===== config.mk =====
export PLATFORM = sky130hd
export DESIGN_NAME = dff_bank_arbiter_flat
export DESIGN_NICKNAME = d
export VERILOG_FILES = /design/src/rtl/dff_bank_arbiter_if.sv /design/src/rtl/dff_bank_arbiter.sv /design/src/flat_wrapper.sv
export SDC_FILE = /design/constraint.sdc
export NUM_CORES = 1
export LEC_CHECK = 0
export ABC_AREA = 1
export CAP_MARGIN = 10
export CORE_MARGIN = 1
export CORE_UTILIZATION = 45
export CTS_BUF_LIST = sky130_fd_sc_hd__clkbuf_4
export CTS_CLUSTER_DIAMETER = 100
export CTS_CLUSTER_SIZE = 8
export DETAILED_ROUTE_END_ITERATION = 16
export PLACE_DENSITY = 0.92
export SLEW_MARGIN = 20
export SYNTH_ARGS = -nofsm -noshare
export SYNTH_HDL_FRONTEND = slang
export SYNTH_SLANG_ARGS = --single-unit
export TNS_END_PERCENT = 50

===== constraint.sdc =====
create_clock -name clk -period 2.6 [get_ports clk]
set_input_delay 0.26 -clock clk [delete_from_list [all_inputs] [get_ports clk]]
set_output_delay 0.26 -clock clk [all_outputs]
set_load 0.05 [all_outputs]

===== src/rtl/dff_bank_arbiter_if.sv =====
// Requester-side bus of the shared-register arbiter: request/data in, ack and register view out.
interface dff_bank_arbiter_if #(
  parameter int unsigned NUM_REQ = 4,
  parameter int unsigned WIDTH   = 8
);
  logic [NUM_REQ-1:0]         req;
  logic [NUM_REQ*WIDTH-1:0]   d_in;
  logic [NUM_REQ-1:0]         ack;
  logic [WIDTH-1:0]           q;
  logic                       q_valid;
  logic [$clog2(NUM_REQ)-1:0] owner;
  logic                       busy;
  logic                       timeout_err;

  modport master (
    output req,
    output d_in,
    input  ack,
    input  q,
    input  q_valid,
    input  owner,
    input  busy,
    input  timeout_err
  );

  modport slave (
    input  req,
    input  d_in,
    output ack,
    output q,
    output q_valid,
    output owner,
    output busy,
    output timeout_err
  );
endinterface


===== src/rtl/dff_bank_arbiter.sv =====
// Round-robin arbiter owning a shared WIDTH-bit register, with a four-phase req/ack handshake.
// Optional forced release after TIMEOUT cycles in release: define DFF_ARB_TIMEOUT_EN.
module dff_bank_arbiter #(
  parameter int unsigned NUM_REQ = 4,
  parameter int unsigned WIDTH   = 8,
  parameter int unsigned TIMEOUT = 16
) (
  input logic               clk,
  input logic               reset,
  dff_bank_arbiter_if.slave bus
);
  localparam int unsigned IdxW = $clog2(NUM_REQ);

  if (NUM_REQ < 2 || NUM_REQ > 16 || TIMEOUT == 0) begin : g_param_check
    $error("dff_bank_arbiter: NUM_REQ must be 2..16 and TIMEOUT nonzero");
  end

  typedef enum logic [1:0] {StIdle, StWrite, StRelease} state_e;

  state_e             r_state, w_state_d;
  logic [IdxW-1:0]    r_ptr, w_ptr_d;
  logic [IdxW-1:0]    r_gnt, w_gnt_d;
  logic [IdxW-1:0]    r_owner, w_owner_d;
  logic [WIDTH-1:0]   r_q, w_q_d;
  logic               r_q_valid, w_q_valid_d;
  logic [NUM_REQ-1:0] r_ack, w_ack_d;
  logic               w_release;

  logic               w_any;
  logic [IdxW-1:0]    w_winner;
  logic [IdxW:0]      w_sum;
  logic [IdxW-1:0]    w_gnt_next;
  logic [NUM_REQ-1:0] w_onehot;

  // First set request at or above ptr, wrapping modulo NUM_REQ.
  always_comb begin
    w_any    = 1'b0;
    w_winner = r_ptr;
    w_sum    = '0;
    for (int unsigned k = 0; k < NUM_REQ; k++) begin
      w_sum = {1'b0, r_ptr} + (IdxW+1)'(k);
      if (w_sum >= (IdxW+1)'(NUM_REQ)) begin
        w_sum = w_sum - (IdxW+1)'(NUM_REQ);
      end
      if (!w_any && bus.req[w_sum[IdxW-1:0]]) begin
        w_any    = 1'b1;
        w_winner = w_sum[IdxW-1:0];
      end
    end
  end

  always_comb begin
    w_gnt_next = (r_gnt == IdxW'(NUM_REQ - 1)) ? '0 : r_gnt + 1'b1;
    w_onehot   = '0;
    w_onehot[r_gnt] = 1'b1;
  end

`ifdef DFF_ARB_TIMEOUT_EN
  localparam int unsigned CntW = $clog2(TIMEOUT + 1);

  logic [CntW-1:0] r_cnt, w_cnt_d;
  logic            r_terr, w_terr_d;

  always_ff @(posedge clk or negedge reset) begin
    if (!reset) begin
      r_cnt  <= '0;
      r_terr <= 1'b0;
    end else begin
      r_cnt  <= w_cnt_d;
      r_terr <= w_terr_d;
    end
  end

  assign bus.timeout_err = r_terr;
`else
  assign bus.timeout_err = 1'b0;
`endif

  always_comb begin
    w_state_d   = r_state;
    w_ptr_d     = r_ptr;
    w_gnt_d     = r_gnt;
    w_q_d       = r_q;
    w_q_valid_d = r_q_valid;
    w_owner_d   = r_owner;
    w_ack_d     = r_ack;
    w_release   = 1'b0;
`ifdef DFF_ARB_TIMEOUT_EN
    w_cnt_d     = r_cnt;
    w_terr_d    = 1'b0;
`endif
    unique case (r_state)
      StIdle: begin
        if (w_any) begin
          w_gnt_d   = w_winner;
          w_state_d = StWrite;
        end
      end
      StWrite: begin
        w_q_d       = bus.d_in[32'(r_gnt) * WIDTH +: WIDTH];
        w_q_valid_d = 1'b1;
        w_owner_d   = r_gnt;
        w_ack_d     = w_onehot;
        w_state_d   = StRelease;
`ifdef DFF_ARB_TIMEOUT_EN
        w_cnt_d     = '0;
`endif
      end
      StRelease: begin
        if (!bus.req[r_gnt]) begin
          w_release = 1'b1;
`ifdef DFF_ARB_TIMEOUT_EN
        end else if (r_cnt == CntW'(TIMEOUT - 1)) begin
          w_release = 1'b1;
          w_terr_d  = 1'b1;
        end else begin
          w_cnt_d = r_cnt + 1'b1;
`endif
        end
      end
      default: begin
        w_state_d = StIdle;
      end
    endcase

    if (w_release) begin
      w_ack_d   = '0;
      w_ptr_d   = w_gnt_next;
      w_state_d = StIdle;
    end
  end

  always_ff @(posedge clk or negedge reset) begin
    if (!reset) begin
      r_state   <= StIdle;
      r_ptr     <= '0;
      r_gnt     <= '0;
      r_q       <= '0;
      r_q_valid <= 1'b0;
      r_owner   <= '0;
      r_ack     <= '0;
    end else begin
      r_state   <= w_state_d;
      r_ptr     <= w_ptr_d;
      r_gnt     <= w_gnt_d;
      r_q       <= w_q_d;
      r_q_valid <= w_q_valid_d;
      r_owner   <= w_owner_d;
      r_ack     <= w_ack_d;
    end
  end

  assign bus.ack     = r_ack;
  assign bus.q       = r_q;
  assign bus.q_valid = r_q_valid;
  assign bus.owner   = r_owner;
  assign bus.busy    = (r_state != StIdle);
endmodule


===== src/flat_wrapper.sv =====
// flat-port wrapper written by rule: the top's interface ports become plain ports
module dff_bank_arbiter_flat 
#(
  parameter int unsigned NUM_REQ = 4,
  parameter int unsigned WIDTH   = 8,
  parameter int unsigned TIMEOUT = 16
)
  (clk, reset, bus_req, bus_d_in, bus_ack, bus_q, bus_q_valid, bus_owner, bus_busy, bus_timeout_err);
  dff_bank_arbiter_if #(.NUM_REQ(NUM_REQ), .WIDTH(WIDTH)) bus_i ();
  input logic clk;
  input logic reset;
  input wire logic [$bits(bus_i.req)-1:0] bus_req;
  input wire logic [$bits(bus_i.d_in)-1:0] bus_d_in;
  output wire logic [$bits(bus_i.ack)-1:0] bus_ack;
  output wire logic [$bits(bus_i.q)-1:0] bus_q;
  output wire logic [$bits(bus_i.q_valid)-1:0] bus_q_valid;
  output wire logic [$bits(bus_i.owner)-1:0] bus_owner;
  output wire logic [$bits(bus_i.busy)-1:0] bus_busy;
  output wire logic [$bits(bus_i.timeout_err)-1:0] bus_timeout_err;
  assign bus_i.req = bus_req;
  assign bus_i.d_in = bus_d_in;
  assign bus_ack = bus_i.ack;
  assign bus_q = bus_i.q;
  assign bus_q_valid = bus_i.q_valid;
  assign bus_owner = bus_i.owner;
  assign bus_busy = bus_i.busy;
  assign bus_timeout_err = bus_i.timeout_err;
  dff_bank_arbiter #(.NUM_REQ(NUM_REQ), .WIDTH(WIDTH), .TIMEOUT(TIMEOUT)) u_core (.clk(clk), .reset(reset), .bus(bus_i));
endmodule

==> results of run 1 <==
report_power, final:
| part | switching, mW | internal, mW | total [mW] | leakage [nW] |
|---|---|---|---|---|
| registers | 0.153 | 0.473 | 0.626 | 0.252 |
| clock network | 0.0945 | 0.0574 | 0.152 | 0.0177 |
| logic | 1.15 | 0.596 | 1.75 | 0.637 |
cell usage in the layout, fill, tap and decap left out, drive strengths merged:
cell type and n:
nand2 58, clkdlybuf4s50 53, nor2 42, o21ai 26
dfrtp 21, nand3 13, inv 13, a31oi 6
ha 4, clkbuf 3, o22ai 2, clkinv 2
a21oi 1, nand4 1, or2 1, conb 1
buf 1
registers in the layout, summed over array words and instances (netlist names):
register	count
u_core.bus.q_valid	1
u_core.r_gnt	2
u_core.r_ptr	2
u_core.r_state	2
u_core.bus.ack	4
u_core.bus.q	8
u_core.bus.owner	2
per-stage QoR:
stage | setup slack [ps] | instances | power, mW
6_report | 672 | 292 | 2.53
5_1_grt | 522 | 292 | 2.75
4_1_cts | 661 | 292 | 2.54
3_5_place_dp | 752 | 288 | 2.38
3_3_place_gp | 801 | 288 | 2.34
2_1_floorplan | 1160 | 200 | 1.95
metal layers:
layer / routed length, um / part of all wire, %
met1: 1430 / 44
met2: 1670 / 52
met3: 94 / 2.9
met4: 40 / 1.2
met5: 0 / 0
final timing paths:
path	start	endpoint
setup / recovery	u_core.r_state[0]	bus_busy
hold / removal	reset	u_core.bus.q_valid
setup reg to reg	u_core.r_gnt[0]	u_core.bus.ack[3]
hold reg to reg	u_core.bus.q_valid	u_core.bus.q_valid
max in group asynchronous	reset	u_core.r_ptr[0]
min in group clk	u_core.bus.q_valid	u_core.bus.q_valid
kinds of logic after synthesis:
group,after synthesis
simple gates,115
compound gates,35
buf+inv,24
flops,21
fa+ha+maj,4
other cells,1
cell type report:
| class | count | share of cell area (%) |
|---|---|---|
| multi-input cells | 155 | 39.3 |
| repair buffers | 54 | 27.1 |
| flip-flops and latches | 21 | 26.5 |
| inverters | 14 | 3.02 |
| well taps | 44 | 2.77 |
| clock buffers | 3 | 1.13 |
| clock inverters | 1 | 0.252 |
==> out/summary.txt, run 1 <==
Mux contribution to synthesized area: 0%
Die width: 58.2 um
GRT overflow: 0
Crit path largest cell delay: 810 ps
Met2 usage: 37.9%
Reg area: 526 um2
Sequential element share of the synthesized area: 37.0%
Final HPWL DP: 2.52 mm
CTS Hold Bufs: 0
Worst-Margin Slew: 897 ps
Multi-input logic area: 779 um2
#FFs+latches synth: 21
Proportion of layout cells with a drive suffix above 1: 10.5%
CORE AREA: 3030 um2
XOR/XNOR Fraction of Synth Area: 0%
Async set or reset register ratio after synthesis: 100%
Initial antenna violation count: 0
Count leader, synth: nand2_1
Post-Synth Simple-Gate Area: 36.8%
VDD IR max: 0.625 mV
Post-CTS Setup Bufs: 0
Reg2Reg Depth: 7
Post-synth EDFFs: 0
Top delay family on crit path: buffers and inverters
Worst R2R Setup Slack: 720 ps
Antenna viol nets, final: 0
Synth Area in Compound Gates: 14.4%
Hold crit path type: input port to asynchronous set/reset pin
Fill cells: 258
Vias in the first global route: 1326
TNS Setup: 0 ps
Fin area: 1990 um2
I/O Buffers: 53
Root Driver: clkbuf_4
Commonest register cell after synthesis: dfrtp_1
DP Area: 1960 um2
Num CTS Buffers: 3
Clk pin slew, worst setup/hold paths: 110 ps
Total GRT Usage: 21.4%
Core Util, Final: 65.6%
Status: finished clean
Syn Inst Count: 200
Met1 GRT Util: 26.2%
Unique masters post-synth: 27
Post-Syn Area per Cell: 7.09 um2
Lkg Pwr: 0.907 nW
Largest net degree at the start of global routing: 23
Buf+Inv Stages, Crit Path: 2
Initial Utilization: 46.9%
IO Count: 55
Tcrit/Tclk final: 74.2%
Crit. path cell count: 3
# setup viols final: 0
M3 GR Usage: 4.02%
Die ar.: 3380 um2
Clk buf depth: 2
Later-pin clock latency in the skew report: 300 ps
Post-layout nets: 291
Skew final: 2.37 ps
Die Ht: 58.2 um
Crit path max fanout: 3
CP endpoint kind: primary output
Vias/cell: 4.83
Top cells by area, synth: dfrtp_1 (37%), nand2_1 (13%), nor2_1 (11%), o21ai_0 (7.8%), nand3_1 (4.6%)
CTS tree: yes
Routed WL: 3.24 mm
Syn. warnings: 0
Diodes inserted: 0
Drt wl/cell: 11.1 um
Max Cap Viol: 0
Startpoint class of the critical path: flip-flop
Drt pass-1 iters: 4
DRC errors left: 0
Critical path arrival: 1670 ps
Placer Congestion: 0.844
H-Tree Level Count: 1
Synth cell count leaders: nand2_1 (48), nor2_1 (40), o21ai_0 (22)
RSZ-0062 raised after global routing: false
First-pass GRT wire length: 5.60 mm
CTS Sinks: 21
FMAX: 519 MHz
Grt peak-use layer: met2
Cell area after synthesis: 1420 um2
CP Cell Sequence: nor2_1 > inv_1 > clkdlybuf4s50_1
Post-layout minimum cycle time: 1930 ps
Iteration-0 DRC Markers: 37
Post-synth top area cell: dfrtp_1
Post-CTS Resized: 0
Area share of the largest cell type after synthesis: 37.0%
Std cell rows: 20
Critical path class: flip-flop to primary output
Pwr per Cell Area: 1270 nW/um2
Slew HR: 40.0%
Largest family of logic cells by synthesized area: simple AND/OR/NAND/NOR gates
Hold slack: 454 ps
Adder-cell area share of the yosys netlist: 3.53%
Slowest cell on the critical path: clkdlybuf4s50_1
Worst EP required: 2340 ps
Synth Net Count: 242
Final Max Slew Viols: 0
Fin. Hold Viols: 0
Total number of vias: 1410
Layout area overhead: 39.9%
(Power assumes the default switching activity.)
==> run 2, diff against run 1 <==
- CORE_UTILIZATION: 45 -> 41
- PLACE_DENSITY: 0.92 -> 0.89
- clock period: 2.6 -> 1.62 ns (I/O delays scaled with it)
==> run 2 against run 1 <==
Net effect:
- hold slack worse by 280 ps
- global-route usage down 0.15 points
- wire length increased by 7.5%
- clock-buffer cell count is the same
- final area is 2.8% higher
- sequential cell count stayed put
- clock power is 68% higher
- first-iteration DRC count rose by 65%
- critical path depth up 10
- via count rose by 3.8%
- largest cell class unchanged
==> out/summary.txt, run 2 (same netlist as run 1, synthesis figures left out) <==
Final Max Slew Viols: 0
CP most frequent cell: nand2_4
CTS Sinks: 21
Pwr per Cell Area: 2100 nW/um2
Die Ht: 60.8 um
Drt pass-1 iters: 4
Die width: 60.8 um
Drt wl/cell: 11.6 um
Top delay family on crit path: simple AND/OR/NAND/NOR gates
IO Count: 55
Max Cap Viol: 0
Hold slack: 173 ps
Root Driver: clkbuf_4
Fill cells: 273
Antenna viol nets, final: 0
Worst reg2reg path startpoint: u_core.r_ptr[0]
Final Non-Filler Cells: 301
Critical path class: flip-flop to flip-flop
Slowest cell on the critical path: dfrtp_2
DRC errors left: 0
Commonest non-fill, non-tap cell in the layout: nand2_1
Crit. path cell count: 13
GRT overflow: 0
Proportion of layout cells with a drive suffix above 1: 21.4%
Skew final: 1.27 ps
Largest register FFs: 8
I/O Buffers: 53
CP Launch Point: u_core.r_ptr[0]
Critical path arrival: 1760 ps
Die ar.: 3700 um2
Layout area overhead: 43.9%
Routed WL: 3.48 mm
Post-layout minimum cycle time: 1550 ps
Most frequent cells in the layout: nand2_1 (47), nor2_1 (40), clkdlybuf4s50_1 (37)
Tcrit/Tclk final: 95.8%
Hold crit path type: input port to asynchronous set/reset pin
Status: finished clean
# setup viols final: 0
Num CTS Buffers: 3
H-Tree Level Count: 1
CP endpoint kind: flip-flop
First-pass GRT wire length: 5.81 mm
Multi-input logic area: 782 um2
CTS tree: yes
Diodes inserted: 0
VDD IR max: 0.834 mV
Reg2Reg Depth: 13
Clk buf depth: 2
Core Util, Final: 64.3%
Worst EP required: 1830 ps
Final HPWL DP: 2.73 mm
Crit path max fanout: 8
CTS Hold Bufs: 0
CP Cell Sequence: buf_12 > inv_6 > nand2_1 > nand2_4 > nand2_4 > nand2_4 > inv_4 > nand2_4 > nor2_8 > a21oi_4 > inv_2 > nand2_1 > nand2_1
Later-pin clock latency in the skew report: 310 ps
FMAX: 644 MHz
Total GRT Usage: 21.2%
Buf+Inv Stages, Crit Path: 4
RSZ-0062 raised after global routing: true
Largest net degree at the start of global routing: 22
Fin. Hold Viols: 0
Vias in the first global route: 1310
Reg area: 529 um2
Clk pin slew, worst setup/hold paths: 120 ps
Initial Utilization: 44.6%
Post-layout nets: 300
Initial antenna violation count: 0
Iteration-0 DRC Markers: 61
Crit path largest cell delay: 450 ps
Vias/cell: 4.86
Startpoint class of the critical path: flip-flop
Lkg Pwr: 0.972 nW
Std cell rows: 20
Total number of vias: 1464
CORE AREA: 3180 um2
DP Cell Count: 295
Placer Congestion: 0.954
-- run 2: changes by cell type in the layout (fill, tap and decap cells not counted) --
cell,change
buf_4,+22
nand2_2,+1
nand2_1,-1
dfrtp_2,+3
buf_2,+1
dfrtp_1,-3
buf_12,+2
clkdlybuf4s50_1,-16
-- run 2: final cells by class --
cell class,instances,area share (%)
inverters,14,2.94
multi-input cells,155,38.3
clock inverters,1,0.245
clock buffers,3,1.10
well taps,44,2.70
flip-flops and latches,21,25.9
repair buffers,63,28.8
-- run 2: worst paths after layout --
path | to | slack (ps)
max | u_core.r_gnt[1] | 70
max in group asynchronous | u_core.r_gnt[0] | 1220
min reg2reg | u_core.bus.q_valid | 490
max reg2reg | u_core.r_gnt[1] | 70
min in group clk | u_core.bus.q[7] | 470
min | u_core.bus.q[7] | 170
-- run 2: routing by layer --
layer / wire, um / track usage (%) / share of wire [%]
met5: 0 / 0 / 0
met2: 1760 / 34.7 / 50
met4: 60 / 8.12 / 1.7
met3: 110 / 4.69 / 3.2
met1: 1550 / 27.5 / 45
-- run 2: through the flow --
stage | TNS (ps) | worst slack [ps] | cell area [um2] | power [mW]
CTS | 0 | 85.2 | 2010 | 4.21
floorplan | 0 | 180 | 1420 | 3.13
detailed placement | -65.5 | -46.4 | 1980 | 3.95
global route | -17.8 | -17.8 | 2040 | 4.64
global placement | -6.68 | -6.68 | 1980 | 3.88
finish | 0 | 67.7 | 2040 | 4.28
-- run 2: repair_timing --
action	in CTS	in global routing
endpoints found under the setup margin	2	6
resized for setup	1	3
gates cloned	0	0
setup buffers	0	2
hold endpoints to repair	0	0
-- run 2: power breakdown --
part,internal [mW],switching (mW),total (mW)
logic,1.08,1.99,3.07
registers,0.768,0.183,0.950
clock network,0.0923,0.164,0.256
total,1.94,2.34,4.28
